File: src/rtl/router_fsm.sv
// Packet controller for the 1x3 router: header decode, load sequencing, full-FIFO stall.
// Optional ROUTER_FSM_DEBUG_EN exposes the raw state register on state_dbg.
//
// state | meaning
// DA    | decode header address, idle
// LFD   | write header byte
// LD    | write payload bytes
// FFS   | destination FIFO full, stall
// LAF   | resume after full
// LP    | write parity byte
// CPE   | check parity, reset internal regs
// WTE   | wait for destination FIFO to drain
module router_fsm (
  input  logic       clock,
  input  logic       resetn,
  input  logic       pkt_valid,
  input  logic [1:0] data_in,
  input  logic       fifo_full,
  input  logic       fifo_empty_0,
  input  logic       fifo_empty_1,
  input  logic       fifo_empty_2,
  input  logic       soft_reset_0,
  input  logic       soft_reset_1,
  input  logic       soft_reset_2,
  input  logic       parity_done,
  input  logic       low_pkt_valid,
  output logic       detect_add,
  output logic       lfd_state,
  output logic       ld_state,
  output logic       laf_state,
  output logic       full_state,
  output logic       rst_int_reg,
  output logic       write_enb_reg,
  output logic       busy
`ifdef ROUTER_FSM_DEBUG_EN
  ,
  output logic [2:0] state_dbg
`endif
);

  typedef enum logic [2:0] {
    DA  = 3'd0,
    LFD = 3'd1,
    LD  = 3'd2,
    FFS = 3'd3,
    LAF = 3'd4,
    LP  = 3'd5,
    CPE = 3'd6,
    WTE = 3'd7
  } state_t;

  state_t     state_q, state_d;
  logic [1:0] addr_q;
  logic       hdr_valid;
  logic       hdr_empty;
  logic       sel_empty;
  logic       sel_soft_reset;

  assign hdr_valid = pkt_valid && (data_in != 2'd3);

  // Address 3 never selects a destination, so it reads as not-empty / no soft reset.
  always_comb begin
    hdr_empty      = 1'b0;
    sel_empty      = 1'b0;
    sel_soft_reset = 1'b0;
    case (data_in)
      2'd0:    hdr_empty = fifo_empty_0;
      2'd1:    hdr_empty = fifo_empty_1;
      2'd2:    hdr_empty = fifo_empty_2;
      default: hdr_empty = 1'b0;
    endcase
    case (addr_q)
      2'd0:    begin sel_empty = fifo_empty_0; sel_soft_reset = soft_reset_0; end
      2'd1:    begin sel_empty = fifo_empty_1; sel_soft_reset = soft_reset_1; end
      2'd2:    begin sel_empty = fifo_empty_2; sel_soft_reset = soft_reset_2; end
      default: begin sel_empty = 1'b0;         sel_soft_reset = 1'b0;         end
    endcase
  end

  always_ff @(posedge clock or negedge resetn) begin
    if (!resetn) begin
      state_q <= DA;
      addr_q  <= 2'd0;
    end else begin
      state_q <= state_d;
      if (state_q == DA && hdr_valid)
        addr_q <= data_in;
    end
  end

  always_comb begin
    state_d = state_q;
    if (state_q != DA && sel_soft_reset) begin
      state_d = DA;
    end else begin
      case (state_q)
        DA:      if (hdr_valid) state_d = hdr_empty ? LFD : WTE;
        LFD:     state_d = LD;
        LD:      if (fifo_full) state_d = FFS;
                 else if (!pkt_valid) state_d = LP;
        FFS:     if (!fifo_full) state_d = LAF;
        LAF:     if (parity_done) state_d = DA;
                 else if (low_pkt_valid) state_d = LP;
                 else state_d = LD;
        LP:      state_d = CPE;
        CPE:     state_d = fifo_full ? FFS : DA;
        WTE:     if (sel_empty) state_d = LFD;
        default: state_d = DA;
      endcase
    end
  end

  always_comb begin
    detect_add    = (state_q == DA);
    lfd_state     = (state_q == LFD);
    ld_state      = (state_q == LD);
    laf_state     = (state_q == LAF);
    full_state    = (state_q == FFS);
    rst_int_reg   = (state_q == CPE);
    write_enb_reg = (state_q == LD) || (state_q == LAF) || (state_q == LP);
    busy          = !((state_q == DA) || (state_q == LD));
  end

`ifdef ROUTER_FSM_DEBUG_EN
  assign state_dbg = state_q;
`endif

endmodule

File: config.mk
export PLATFORM = sky130hd
export DESIGN_NAME = router_fsm
export DESIGN_NICKNAME = d
export VERILOG_FILES = /design/src/rtl/router_fsm.sv
export SDC_FILE = /design/constraint.sdc
export NUM_CORES = 1
export LEC_CHECK = 0
export ABC_AREA = 1
export CAP_MARGIN = 20
export CORE_MARGIN = 2
export CORE_UTILIZATION = 39
export DETAILED_ROUTE_END_ITERATION = 8
export PLACE_DENSITY = 0.79
export SETUP_SLACK_MARGIN = 0.05
export SLEW_MARGIN = 40
export SYNTH_ARGS = -nofsm -noshare
export SYNTH_HDL_FRONTEND = slang
export SYNTH_SLANG_ARGS = --single-unit
File: constraint.sdc
create_clock -name clock -period 1.95 [get_ports clock]
set_input_delay 0.39 -clock clock [delete_from_list [all_inputs] [get_ports clock]]
set_output_delay 0.39 -clock clock [all_outputs]
set_load 0.02 [all_outputs]
==> results.yml, run 1 <==
floorplan:
  die_h_um: 42.83
  row_count: 14
  die-area_mm2: 0.001834
  start_util_pct: 40.45
  io_pins: 22
  die_w_um: 42.83
  core_mm2: 0.001454
cells_and_area:
  final_common_cell: "nand2_1"
  drive_gt1_share_pct: 25.64
  area_delta_synth_final_pct: 41.28
  diodes: 0
  nets: 132
  final_cell_mix: "nand2_1 (25), nand3_1 (17), clkdlybuf4s50_1 (13), dlygate4sd2_1 (8)"
run:
  drv_cap: 0
setup_path:
  reg2reg_slack_ns: 0.63
  critPathRequiredTime_ns: 1.56
  crit_type: "register to output pin"
  cp_max_fo: 5
  endpoint_kind: "output pin"
  r2r_cells: 8
  critPathLaunchType: "register"
  rr_endpoint: "state_q[0]$_DFFE_PN0P_"
  rr_startpoint: "addr_q[1]$_DFFE_PN0P_"
  cp_data_arrival_time_ns: 1.40
synthesis:
  synth_nets: 106
  yosysTopAreaCell: "dfrtp_1"
  synth_compound_area_share_pct: 7.872
  synth_edf_count: 0
  synth_top_area_share_pct: 21.28
  yosys-top-cells-area: "dfrtp_1 (21%), nand2_1 (16%), nand3_1 (14%), nand2_4 (5.7%), nand2_2 (5.3%)"
  synth_top_family_by_area: "simple AND/OR/NAND/NOR gates"
  ys.flop_type: "dfrtp_1"
  synth-xor-area-share_pct: 0
  synth_cell_types: 18
  ys_async_sr_fraction_pct: 100.0
  synthAdderAreaFrac_pct: 0
  syn_inst: 92
  yosysSeqAreaShare_pct: 21.28
  syn-cell-area_um2: 588.1
  ys_ff_latch: 5
  yosys.area_share.simple_pct: 57.23
  yosysWarnings: 0
  muxShareOfSynthArea_pct: 0
  avgSynthCellArea_um2: 6.392
sta:
  drv_slew: 0
  period_share_pct: 91.65
  tightest_slew_ns: 0.2426
  setup_ws_ns: 0.1627
  fin_worst_skew_ns: 0.006146
  hold_viol_final: 0
  finalSetupViolations: 0
  grt_setup_unrepaired: "false"
  final.setup.tns_ns: 0
  min_period_ns: 1.787
  slew_headroom_pct: 83.83
  fmax_mhz: 559.5
grt:
  antenna_found_initial: 0
  grtUsageTotal_pct: 16.96
  grt_pass1_wl_um: 2332
  grt_overflow_total: 0
  grt_max_degree: 9
  first_global_vias: 576
placement:
  io_buffer_count: 21
  dp_slack_ns: 0.06320
  gp_congestion: 0.8473
  dp_hpwl_um: 1170
clocking:
  clock_latency_ns: 0.25
  postCtsSetupRepairBufs: 0
  clock-sinks: 5
  cts_buffers: 3
  cts_root_buf: "clkbuf_4"
  cts-htree-levels: 1
  clk_pin_slew_ns: 0.05
  cts_tree: "done"
  ctsLongestPathBuffers: 2
routing:
  routed_via_density: 4.805
  initialDrtViolationCount: 10
  wirelength_um: 1358
  num_vias: 639
  drt_first_pass_iters: 4
  drc_errors: 0
  antenna_left: 0
  wl_per_cell_um: 10.21
pwr:
  powerDensity_mw_per_mm2: 1602
  p_total_mw: 1.331
  swShare_pct: 55.04
  p_sw_uw: 732.6
  pwr-share-comb_pct: 71.5
  ir_worst_vdd_mv: 0.8097
  clock_power_share_pct: 9.1
  p_leak_nw: 0.4550
  seqPwrFrac_pct: 19.4
  p_int_uw: 598.4
status:
  status: "complete, no violations"
worst_hold_path:
  hp-class: "input port to async pin"
-- layout make-up --
type,count,area [um^2]
repair buffers,23,215.2
flip-flops and latches,5,127.6
inverters,14,57.56
fillers,143,623.1
multi-input cells,71,382.9
clock inverters,1,5.005
clock buffers,3,22.52
well taps,16,20.02
-- worst max-delay path by stage --
stage,start,endpoint,slack (ns),depth (start not counted)
global placement,state_q[1]$_DFFE_PN0P_,write_enb_reg,0.09,5
CTS,state_q[1]$_DFFE_PN0P_,write_enb_reg,0.15,3
detailed placement,state_q[1]$_DFFE_PN0P_,write_enb_reg,0.06,5
floorplan,state_q[2]$_DFFE_PN0P_,write_enb_reg,0.55,2
finish,state_q[1]$_DFFE_PN0P_,write_enb_reg,0.16,3
global route,state_q[1]$_DFFE_PN0P_,busy,0.10,5
-- sequential cells by signal, summed over array words and instances, names as in the netlist --
name and flops:
addr_q 2, state_q 3
-- worst max-delay path, cell delays in order (launching register included) --
cell           delay [ns]
dfrtp_2              0.48
buf_4                0.18
o21ai_0              0.13
dlygate4sd2_1        0.36
-- Yosys cell counts, types with 3 or more instances --
library cell / number
dfrtp_1: 5
nor2_1: 5
nand3_1: 17
nor2_2: 3
nand2_1: 25
nand2_4: 3
o21ai_0: 5
inv_2: 6
inv_1: 6
nand2_2: 5
nand4_1: 3
-- cell families (layout without fill, tap and decap cells) --
| kind of cell | count (synthesis) | after routing |
|---|---|---|
| buf+inv | 16 | 41 |
| simple gates | 64 | 64 |
| compound gates | 7 | 7 |
| flops | 5 | 5 |
-- metrics by stage --
stage          util (%)  instance area, um^2  hold slack [ns]  std cells
2_1_floorplan         -                588.1          0.09441         92
3_3_place_gp      55.77                810.8           0.6181        129
5_1_grt           57.14                830.8           0.3629        133
3_5_place_dp      55.77                810.8           0.6217        129
6_report          57.14                830.8           0.3528        133
4_1_cts           57.14                830.8           0.3566        133
-- power by group through the flow --
stage	clock network (mW)	logic [mW]	registers, mW
2_1_floorplan	0	0.786	0.191
3_3_place_gp	0	0.992	0.253
3_5_place_dp	0	1.01	0.258
4_1_cts	0.125	0.954	0.261
5_1_grt	0.135	1.05	0.270
6_report	0.122	0.951	0.258
-- per-layer routing --
metal | part of all wire (%) | global-route usage, % | routed length (um) | vias to the layer above
met4 | 2.3 | 9.375 | 31 | 0
met3 | 2.7 | 2.553 | 37 | 5
met2 | 47 | 26.06 | 642 | 10
met5 | 0 | 0 | 0 | -
met1 | 48 | 22.45 | 646 | 277
li1 | - | - | - | 347
-- repair_timing --
| item | CTS | global route |
|---|---|---|
| endpoints found under the setup margin | 8 | 0 |
| hold buffers | 0 | 0 |
| gates resized for setup | 10 | 0 |
| hold endpoints to repair | 0 | 0 |
No activity file was read; power rests on OpenSTA's default activity.
==> run 2: changes to the inputs <==
--- a/config.mk
+++ b/config.mk
@@ -9,6 +9,7 @@
 export CAP_MARGIN = 20
 export CORE_MARGIN = 2
 export CORE_UTILIZATION = 39
+export CTS_BUF_LIST = sky130_fd_sc_hd__clkbuf_4
 export DETAILED_ROUTE_END_ITERATION = 8
 export PLACE_DENSITY = 0.79
 export SETUP_SLACK_MARGIN = 0.05
==> results of run 2 <==
The final DEF is identical to that of run 1; final timing and power are the same.
==> run 3: changes to the inputs <==
--- a/config.mk
+++ b/config.mk
@@ -7,7 +7,7 @@
 export LEC_CHECK = 0
 export ABC_AREA = 1
 export CAP_MARGIN = 20
-export CORE_MARGIN = 2
+export CORE_MARGIN = 5
 export CORE_UTILIZATION = 39
 export CTS_BUF_LIST = sky130_fd_sc_hd__clkbuf_4
 export DETAILED_ROUTE_END_ITERATION = 8
==> constraint.sdc (replaced) <==
create_clock -name clock -period 2.1 [get_ports clock]
set_input_delay 0.42 -clock clock [delete_from_list [all_inputs] [get_ports clock]]
set_output_delay 0.42 -clock clock [all_outputs]
set_load 0.02 [all_outputs]
==> results.yml, run 3 (synthesized netlist as in run 1, its figures left out) <==
routing:
  num_vias: 679
  dr_wl_met3_um: 59
  drt_first_pass_iters: 4
  routed_via_density: 5.144
  drc_errors: 0
  antenna_left: 0
  wl_per_cell_um: 11.33
  wirelength_um: 1495
  wl_met2_um: 746
  met1Wirelength_um: 652
  initialDrtViolationCount: 11
  top_layer_used: "met4"
cells_and_area:
  top_register: "state_q"
  drive_gt1_share_pct: 25.86
  largestRegisters: "state_q: 3 flops, addr_q: 2 flops"
  num-fill-cells: 149
  area_delta_synth_final_pct: 42.55
  largest_reg_flops: 3
  final_common_cell: "nand2_1"
  final_cells: 132
  diodes: 0
  nets: 131
  final_cell_mix: "nand2_1 (25), nand3_1 (17), clkdlybuf4s50_1 (13), inv_2 (6), inv_1 (6)"
setup_path:
  endpoint_kind: "output pin"
  cp_max_fo: 7
  max_stage_delay_ns: 0.49
  slowest_stage: "dfrtp_2"
  cp_data_arrival_time_ns: 1.41
  r2r_cells: 8
  critPathRequiredTime_ns: 1.68
  cp_cell_sequence: "nor2_8, nand2_4, nand2_1, inv_1, dlygate4sd2_1"
  critPathLaunchType: "register"
  crit_type: "register to output pin"
floorplan:
  die_w_um: 48.83
  start_util_pct: 39.97
  die_h_um: 48.83
  core_mm2: 0.001471
  io_pins: 22
  row_count: 14
  die-area_mm2: 0.002384
grt:
  grt_pass1_wl_um: 2615
  first_global_vias: 612
  grt_overflow_total: 0
  grt_max_degree: 9
  antenna_found_initial: 0
  grtUsageTotal_pct: 13.81
sta:
  grt_setup_unrepaired: "false"
  fin_worst_skew_ns: 0.005571
  fmax_mhz: 546.0
  period_share_pct: 87.21
  hold_viol_final: 0
  slew_headroom_pct: 83.97
  tightest_slew_ns: 0.2401
  finalSetupViolations: 0
  min_period_ns: 1.831
  final.setup.tns_ns: 0
  drv_slew: 0
pwr:
  powerDensity_mw_per_mm2: 1496
  p_sw_uw: 682.1
  ir_worst_vdd_mv: 0.6740
  p_leak_nw: 0.4874
  pwr-share-comb_pct: 69.4
  seqPwrFrac_pct: 20.1
  p_int_uw: 572.4
  clock_power_share_pct: 10.4
  swShare_pct: 54.37
placement:
  placed_cells: 127
  io_buffer_count: 21
  gp_congestion: 0.8191
  dp_hpwl_um: 1203
clocking:
  cts_tree: "done"
  cts-htree-levels: 1
  cts_buffers: 3
  ctsLongestPathBuffers: 2
  clock_latency_ns: 0.25
  cts_root_buf: "clkbuf_4"
  clock-sinks: 5
  clk_pin_slew_ns: 0.05
run:
  drv_cap: 0
status:
  status: "complete, no violations"
worst_hold_path:
  hp-class: "input port to async pin"
==> run 3: final cells by class <==
class,instances,area (um^2),area share (%)
sequential,5,128.9,15.37
multi-input combinational,71,382.9,45.67
inverter,14,57.56,6.866
clock buffer,4,30.03,3.582
timing repair buffer,22,219.0,26.12
tap,16,20.02,2.388
==> run 3: power by group through the flow <==
stage	clock, mW	sequential, mW	combinational (mW)
detailed placement	0	0.248	0.902
finish	0.130	0.253	0.871
global route	0.145	0.264	0.972
global placement	0	0.248	0.882
CTS	0.133	0.250	0.880
floorplan	0	0.178	0.730
==> run 3: metrics by stage <==
stage	total power [mW]	hold WS (ns)	util (%)	setup WS [ns]	cell area (um^2)
6_report	1.254	0.3822	56.97	0.2686	838.3
5_1_grt	1.380	0.3857	56.97	0.1670	838.3
4_1_cts	1.264	0.3777	56.46	0.05232	830.8
3_5_place_dp	1.150	0.6472	54.08	0.1277	795.8
3_3_place_gp	1.130	0.6463	54.08	0.1771	795.8
2_1_floorplan	0.9078	0.1244	-	0.6718	588.1
==> run 3: worst paths after layout <==
check                                  startpoint                endpoint  slack, ns
setup / recovery           state_q[1]$_DFFE_PN0P_                    busy       0.27
hold / removal                             resetn  state_q[2]$_DFFE_PN0P_       0.38
setup reg to reg            addr_q[1]$_DFFE_PN0P_  state_q[0]$_DFFE_PN0P_       0.80
hold reg to reg            state_q[0]$_DFFE_PN0P_  state_q[0]$_DFFE_PN0P_       0.68
max in group asynchronous                  resetn  state_q[0]$_DFFE_PN0P_       1.51
min in group clock         state_q[0]$_DFFE_PN0P_  state_q[0]$_DFFE_PN0P_       0.68
==> run 3: repair_timing <==
| action | in CTS | in global routing |
|---|---|---|
| setup endpoints to repair | 8 | 3 |
| gates resized for setup | 8 | 3 |
| cloned | 0 | 0 |
| hold buffers | 0 | 0 |
| buffers inserted | 1 | 0 |
==> run 3: per-layer routing <==
layer,track usage [%],vias up
li1,-,345
met2,22.61,19
met3,2.752,4
met4,9.417,0
met5,0,-
met1,15.92,311
==> run 3: worst max-delay path: cells and delay by family, from the launching register on <==
family	cells	cell delay [ns]
DFF	1	0.49
and+or+nand+nor	3	0.33
buffers and inverters	2	0.34
